**config.mk**
```make
export PLATFORM = sky130hd
export DESIGN_NAME = conv_out_drain
export DESIGN_NICKNAME = d
export VERILOG_FILES = /design/src/rtl/conv_out_drain.sv
export SDC_FILE = /design/constraint.sdc
export NUM_CORES = 1
export LEC_CHECK = 0
export ABC_CLOCK_PERIOD_IN_PS = 13400
export CORE_ASPECT_RATIO = 1.1
export CORE_MARGIN = 2
export CORE_UTILIZATION = 25
export CTS_BUF_LIST = sky130_fd_sc_hd__clkbuf_4
export DETAILED_ROUTE_END_ITERATION = 6
export GPL_TIMING_DRIVEN = 0
export PLACE_DENSITY_LB_ADDON = 0.2
export REMOVE_ABC_BUFFERS = 1
export SLEW_MARGIN = 30
export SYNTH_ARGS = -nofsm -noshare
export SYNTH_HDL_FRONTEND = slang
export SYNTH_SLANG_ARGS = --single-unit
```
**constraint.sdc**
```tcl
create_clock -name clk -period 13.4 [get_ports clk]
set_input_delay 1.34 -clock clk [delete_from_list [all_inputs] [get_ports clk]]
set_output_delay 1.34 -clock clk [all_outputs]
set_load 0.03 [all_outputs]
```
**src/rtl/conv_out_drain.sv**
```systemverilog
// conv_out_drain: walks a conv layer's output activation memory in raster
// order ([entry][y][x], x fastest) and streams each word, tagged with its
// indices, over a valid/ready port. A 2-entry fall-through skid FIFO absorbs
// the fixed 1-cycle memory read latency when the consumer stalls.
module conv_out_drain #(
    parameter int NUM_OUTPUTS = 1,
    parameter int OUTPUT_DIM  = 3,
    parameter int DATA_SIZE   = 64
) (
    input  logic                 clk,
    input  logic                 rst_n,
    input  logic                 start,
    output logic                 busy,
    output logic                 done,
    output logic                 mem_rd_en,
    output logic [15:0]          mem_rd_entry,
    output logic [15:0]          mem_rd_y,
    output logic [15:0]          mem_rd_x,
    input  logic [DATA_SIZE-1:0] mem_rd_data,
    output logic                 out_valid,
    input  logic                 out_ready,
    output logic [DATA_SIZE-1:0] out_data,
    output logic [15:0]          out_entry,
    output logic [15:0]          out_y,
    output logic [15:0]          out_x,
    output logic                 out_last
);

    localparam logic [15:0] X_MAX = 16'(OUTPUT_DIM - 1);
    localparam logic [15:0] Y_MAX = 16'(OUTPUT_DIM - 1);
    localparam logic [15:0] E_MAX = 16'(NUM_OUTPUTS - 1);

    typedef enum logic [1:0] {
        IDLE,
        READ,
        DRAIN,
        DONE
    } state_t;

    state_t state;
    state_t state_next;

    // Read address counters (address of the next read to issue)
    logic [15:0] rd_entry;
    logic [15:0] rd_y;
    logic [15:0] rd_x;
    logic        rd_at_last;

    // Read whose data is on mem_rd_data this cycle, with its indices
    logic        inflight;
    logic [15:0] fl_entry;
    logic [15:0] fl_y;
    logic [15:0] fl_x;
    logic        fl_last;

    // Skid FIFO storage and bookkeeping
    logic [DATA_SIZE-1:0] fifo_data  [2];
    logic [15:0]          fifo_entry [2];
    logic [15:0]          fifo_y     [2];
    logic [15:0]          fifo_x     [2];
    logic                 fifo_last  [2];
    logic                 wr_ptr;
    logic                 rd_ptr;
    logic [1:0]           fifo_count;
    logic                 fifo_empty;
    logic [1:0]           occupancy;

    // Handshake/datapath controls
    logic                 issue;
    logic                 push;
    logic                 pop;
    logic                 fire;
    logic                 head_valid;
    logic [DATA_SIZE-1:0] head_data;
    logic [15:0]          head_entry;
    logic [15:0]          head_y;
    logic [15:0]          head_x;
    logic                 head_last;

    // Read issue and head-of-line selection; an empty FIFO passes the
    // returning read straight through so the first beat costs no extra cycle
    always_comb begin
        rd_at_last = (rd_x == X_MAX) && (rd_y == Y_MAX) && (rd_entry == E_MAX);
        fifo_empty = (fifo_count == 2'd0);
        occupancy  = fifo_count + {1'b0, inflight};
        issue      = (state == READ) && (occupancy < 2'd2);

        head_valid = !fifo_empty || inflight;
        if (!fifo_empty) begin
            head_data  = fifo_data[rd_ptr];
            head_entry = fifo_entry[rd_ptr];
            head_y     = fifo_y[rd_ptr];
            head_x     = fifo_x[rd_ptr];
            head_last  = fifo_last[rd_ptr];
        end else begin
            head_data  = mem_rd_data;
            head_entry = fl_entry;
            head_y     = fl_y;
            head_x     = fl_x;
            head_last  = fl_last;
        end

        fire = head_valid && out_ready;
        pop  = !fifo_empty && out_ready;
        push = inflight && !(fifo_empty && out_ready);
    end

    // Port drive; everything reads as zero when nothing is being presented
    always_comb begin
        mem_rd_en    = issue;
        mem_rd_entry = issue ? rd_entry : 16'd0;
        mem_rd_y     = issue ? rd_y     : 16'd0;
        mem_rd_x     = issue ? rd_x     : 16'd0;

        out_valid = head_valid;
        out_data  = head_valid ? head_data  : '0;
        out_entry = head_valid ? head_entry : 16'd0;
        out_y     = head_valid ? head_y     : 16'd0;
        out_x     = head_valid ? head_x     : 16'd0;
        out_last  = head_valid && head_last;
    end

    // State register
    always_ff @(posedge clk) begin
        if (!rst_n) begin
            state <= IDLE;
        end else begin
            state <= state_next;
        end
    end

    // Next-state logic and status outputs
    always_comb begin
        state_next = state;
        busy       = 1'b0;
        done       = 1'b0;
        case (state)
            IDLE: begin
                if (start) begin
                    state_next = READ;
                end
            end
            READ: begin
                busy = 1'b1;
                if (issue && rd_at_last) begin
                    state_next = DRAIN;
                end
            end
            DRAIN: begin
                busy = 1'b1;
                if ((fire && head_last) || (fifo_empty && !inflight)) begin
                    state_next = DONE;
                end
            end
            DONE: begin
                done       = 1'b1;
                state_next = IDLE;
            end
            default: begin
                state_next = IDLE;
            end
        endcase
    end

    // Raster address counters: x fastest, then y, then entry
    always_ff @(posedge clk) begin
        if (!rst_n) begin
            rd_entry <= 16'd0;
            rd_y     <= 16'd0;
            rd_x     <= 16'd0;
        end else if (state == IDLE && start) begin
            rd_entry <= 16'd0;
            rd_y     <= 16'd0;
            rd_x     <= 16'd0;
        end else if (issue) begin
            if (rd_x == X_MAX) begin
                rd_x <= 16'd0;
                if (rd_y == Y_MAX) begin
                    rd_y     <= 16'd0;
                    rd_entry <= (rd_entry == E_MAX) ? 16'd0 : rd_entry + 16'd1;
                end else begin
                    rd_y <= rd_y + 16'd1;
                end
            end else begin
                rd_x <= rd_x + 16'd1;
            end
        end
    end

    // Track the outstanding read so its indices meet its data next cycle
    always_ff @(posedge clk) begin
        if (!rst_n) begin
            inflight <= 1'b0;
            fl_entry <= 16'd0;
            fl_y     <= 16'd0;
            fl_x     <= 16'd0;
            fl_last  <= 1'b0;
        end else begin
            inflight <= issue;
            fl_entry <= rd_entry;
            fl_y     <= rd_y;
            fl_x     <= rd_x;
            fl_last  <= rd_at_last;
        end
    end

    // FIFO pointers and occupancy; simultaneous push and pop keeps the count
    always_ff @(posedge clk) begin
        if (!rst_n) begin
            wr_ptr     <= 1'b0;
            rd_ptr     <= 1'b0;
            fifo_count <= 2'd0;
        end else begin
            if (push) begin
                wr_ptr <= ~wr_ptr;
            end
            if (pop) begin
                rd_ptr <= ~rd_ptr;
            end
            case ({push, pop})
                2'b10:   fifo_count <= fifo_count + 2'd1;
                2'b01:   fifo_count <= fifo_count - 2'd1;
                default: fifo_count <= fifo_count;
            endcase
        end
    end

    // FIFO storage; contents are only meaningful where the pointers say so
    always_ff @(posedge clk) begin
        if (push) begin
            fifo_data[wr_ptr]  <= mem_rd_data;
            fifo_entry[wr_ptr] <= fl_entry;
            fifo_y[wr_ptr]     <= fl_y;
            fifo_x[wr_ptr]     <= fl_x;
            fifo_last[wr_ptr]  <= fl_last;
        end
    end

endmodule

```
==> metrics.cfg <==
[worst_setup_path]
cp.arrival_ns=3.84
crit_path_frequent_cell=buf_12
rrSetupSlack_ns=10.24
crit_chain=buf_12 -> a21oi_2 -> o21ai_4 -> clkinv_2 -> buf_12 -> and2_1 -> clkdlybuf4s50_1
critPathKind=flip-flop to primary output
crit_path_max_incr_delay_ns=0.61
worst-path-max-fanout=28
critPathCaptureType=primary output
startpoint_type=flip-flop
required_ns=12.06
slowest_stage=clkdlybuf4s50_1

[flow_run]
drv_cap=0

[floorplanning]
die_h_microns=249.7
rows=90
die_x_microns=227.3
die-area_sq_um=56750
start_util_pct=25.16
fp.coreArea_sq_um=54500
io_pins=233

[clocking]
cts_hold_buf=0
clk_latency_ns=0.83
numCtsBuffers=94
cts_tree=built
cts_buffer_depth=3
cts-htree-levels=3
root_buffer=clkbuf_4
cts_resized=0
postCtsSetupBuffers=0
clk_transition_reported_paths_ns=0.06
cts.sinks=331

[global_route]
grt_max_degree=43
grt_pass1_vias=9813
gr-total-overflow=0
grt_pass1_wl_microns=57500
gr-usage-all-layers_pct=13.43
antenna_found_initial=2

[power]
p_total_mw=3.322
pwr-share-clk_pct=29.3
peakVddDrop_mv=0.05741
switching_share_pct=35.20
pwr-share-seq_pct=35.7
power.internal_mw=2.152
p_leak_nw=6.065
p_comb_share_pct=35.1
p_per_area_nw_per_um2=177.6
power.switching_mw=1.169

[routing]
wl_per_cell_microns=17.20
routed_wl_microns=38110
vias=9697
drt_first_pass_iters=4
via_per_inst=4.376
drc=0
ant_nets=0
drtIter0Drc=352

[timing]
finClkSkew_ns=0.05676
slew_viol_final=0
final_hold_viol_count=0
max_freq_mhz=193.1
maxSlewHeadroom_pct=48.35
fin_crit_ns=5.179
setup_violations=0
fin_crit_sh_pct=38.65
hold_slack_ns=0.4459
grt_setup_unrepaired=false
worst_pin_slew_ns=0.7748

[synthesis]
async_flop_share_pct=0
ys_ff_latch=331
avgSynthCellArea_sq_um=12.29
synth-edff-count=226
synthCells=1116
seq_area_frac_synth_pct=64.81
ys_warn_count=0
synth_flop_cell=edfxtp_1
synth_area_sq_um=13710
synth.distinct_cells=44

[layout]
final_cells=2216
postLayoutCoreUtil_pct=34.31
drive_gt1_share_pct=13.87
layout.nets=1481
fillers=5531
area_delta_synth_final_pct=36.37

[placement]
dp_cells=2041
routabilityCongestion=0.7164
hpwl_microns=25610
port_buffers=232

[run_status]
outcome=finished clean

[min_path]
hold_path_class=flip-flop to flip-flop

==> cells in the final DEF, fill, tap and decap left out, drive strengths merged, types with 3 or more instances in the layout <==
cell and n:
xnor2 31, a21oi 17, clkdlybuf4s50 231, nor4 14, edfxtp 226, clkbuf 150
nand3 128, nor3 23, xor2 9, or4 3, and3 4, ha 12
and4 7, inv 18, clkinv 20, and2 78, mux2i 113, o2111ai 4
nand2 17, or3 7, buf 31, o21ai 121, nor2 79, o31ai 5
nand4 13, dfxtp 105
==> metrics by stage <==
stage               TNS [ns]  area [sq um]  setup WS, ns
floorplan                  0         13430         3.535
global placement     -687.89         16670        -2.617
detailed placement         0         17430         8.909
CTS                        0         18700         7.955
global route               0         18700         7.912
finish                     0         18700         8.221
==> worst max-delay path, delay by kind of cell, from the launching register on <==
family / cells / cell delay [ns]
flip-flops: 1 / 0.54
AND/OR/NAND/NOR: 1 / 0.21
AO/OA/AOI/OAI: 2 / 0.66
buffers and inverters: 4 / 1.57
==> power by group through the flow <==
stage                     combinational (mW)  sequential (mW)  clock, mW
final                                   1.17             1.18      0.972
after global routing                    1.25             1.19       1.08
after CTS                               1.19             1.19       1.02
after detailed placement                1.19             1.21          0
after global placement                  1.05             1.29          0
after floorplan                        0.584             1.24          0
==> worst paths after layout <==
check | from | to | cells after the start
hold reg to reg | fl_y[10] | fifo_y[0][10] | 0
hold / removal | fl_y[10] | fifo_y[0][10] | 0
setup / recovery | inflight | mem_rd_y[3] | 7
setup reg to reg | inflight | rd_entry[14] | 8
==> synthesized netlist by cell type, types with 2 or more instances <==
master     count  share of area, %
a21oi_1       16              0.58
and2_1        78               3.6
and3_1         4              0.18
and4_1         7              0.45
buf_1         10              0.27
buf_2          4              0.15
clkbuf_1      58               1.6
dfxtp_1      105                15
edfxtp_1     226                49
ha_1          12               1.1
inv_1         16              0.44
mux2i_1      113               8.2
nand2_1       17              0.47
nand3_1      128               4.7
nand4_1       12              0.55
nor2_1        79               2.2
nor3_1        23              0.84
nor4_1        12              0.55
nor4_4         2              0.31
o2111ai_1      4              0.26
o21ai_0      119               4.3
o31ai_1        4              0.22
or3_1          7              0.32
or4_1          2              0.11
xnor2_1       31               2.0
xor2_1         9              0.57
==> flip-flops by register name, summed over array words and instances (netlist names), 2 cells and up, named ones only <==
name	cells
rd_x	16
fl_y	16
fifo_x	32
fifo_entry	32
rd_y	16
fifo_y	32
fifo_count	2
fifo_data	128
fl_x	16
state	2
fifo_last	2
fl_entry	16
rd_entry	16
==> metal layers <==
layer / track usage, % / vias to the layer above / part of all wire (%)
li1: - / 4729 / -
met1: 16.84 / 4647 / 45
met2: 21.78 / 262 / 48
met3: 3.579 / 59 / 5.7
met4: 5.509 / 0 / 2.1
met5: 0 / - / 0
==> layout make-up <==
| type | count | area, sq um | area share, % |
|---|---|---|---|
| sequential | 331 | 8896 | 47.57 |
| multi-input combinational | 695 | 4516 | 24.15 |
| timing repair buffer | 262 | 3030 | 16.20 |
| clock buffer | 150 | 1126 | 6.021 |
| tap | 736 | 920.9 | 4.924 |
| clock inverter | 23 | 142.6 | 0.7627 |
| inverter | 17 | 65.06 | 0.3479 |
| antenna | 2 | 5.005 | 0.02676 |
==> logic make-up after synthesis <==
family	synth area share, %
flip-flops	64.81
multiplexers	8.247
AND/OR/NAND/NOR	14.78
adder cells (fa/ha/maj)	1.095
buffers and inverters	2.555
AO/OA/AOI/OAI	5.958
XOR/XNOR	2.555
No activity file was read; power rests on OpenSTA's default activity.
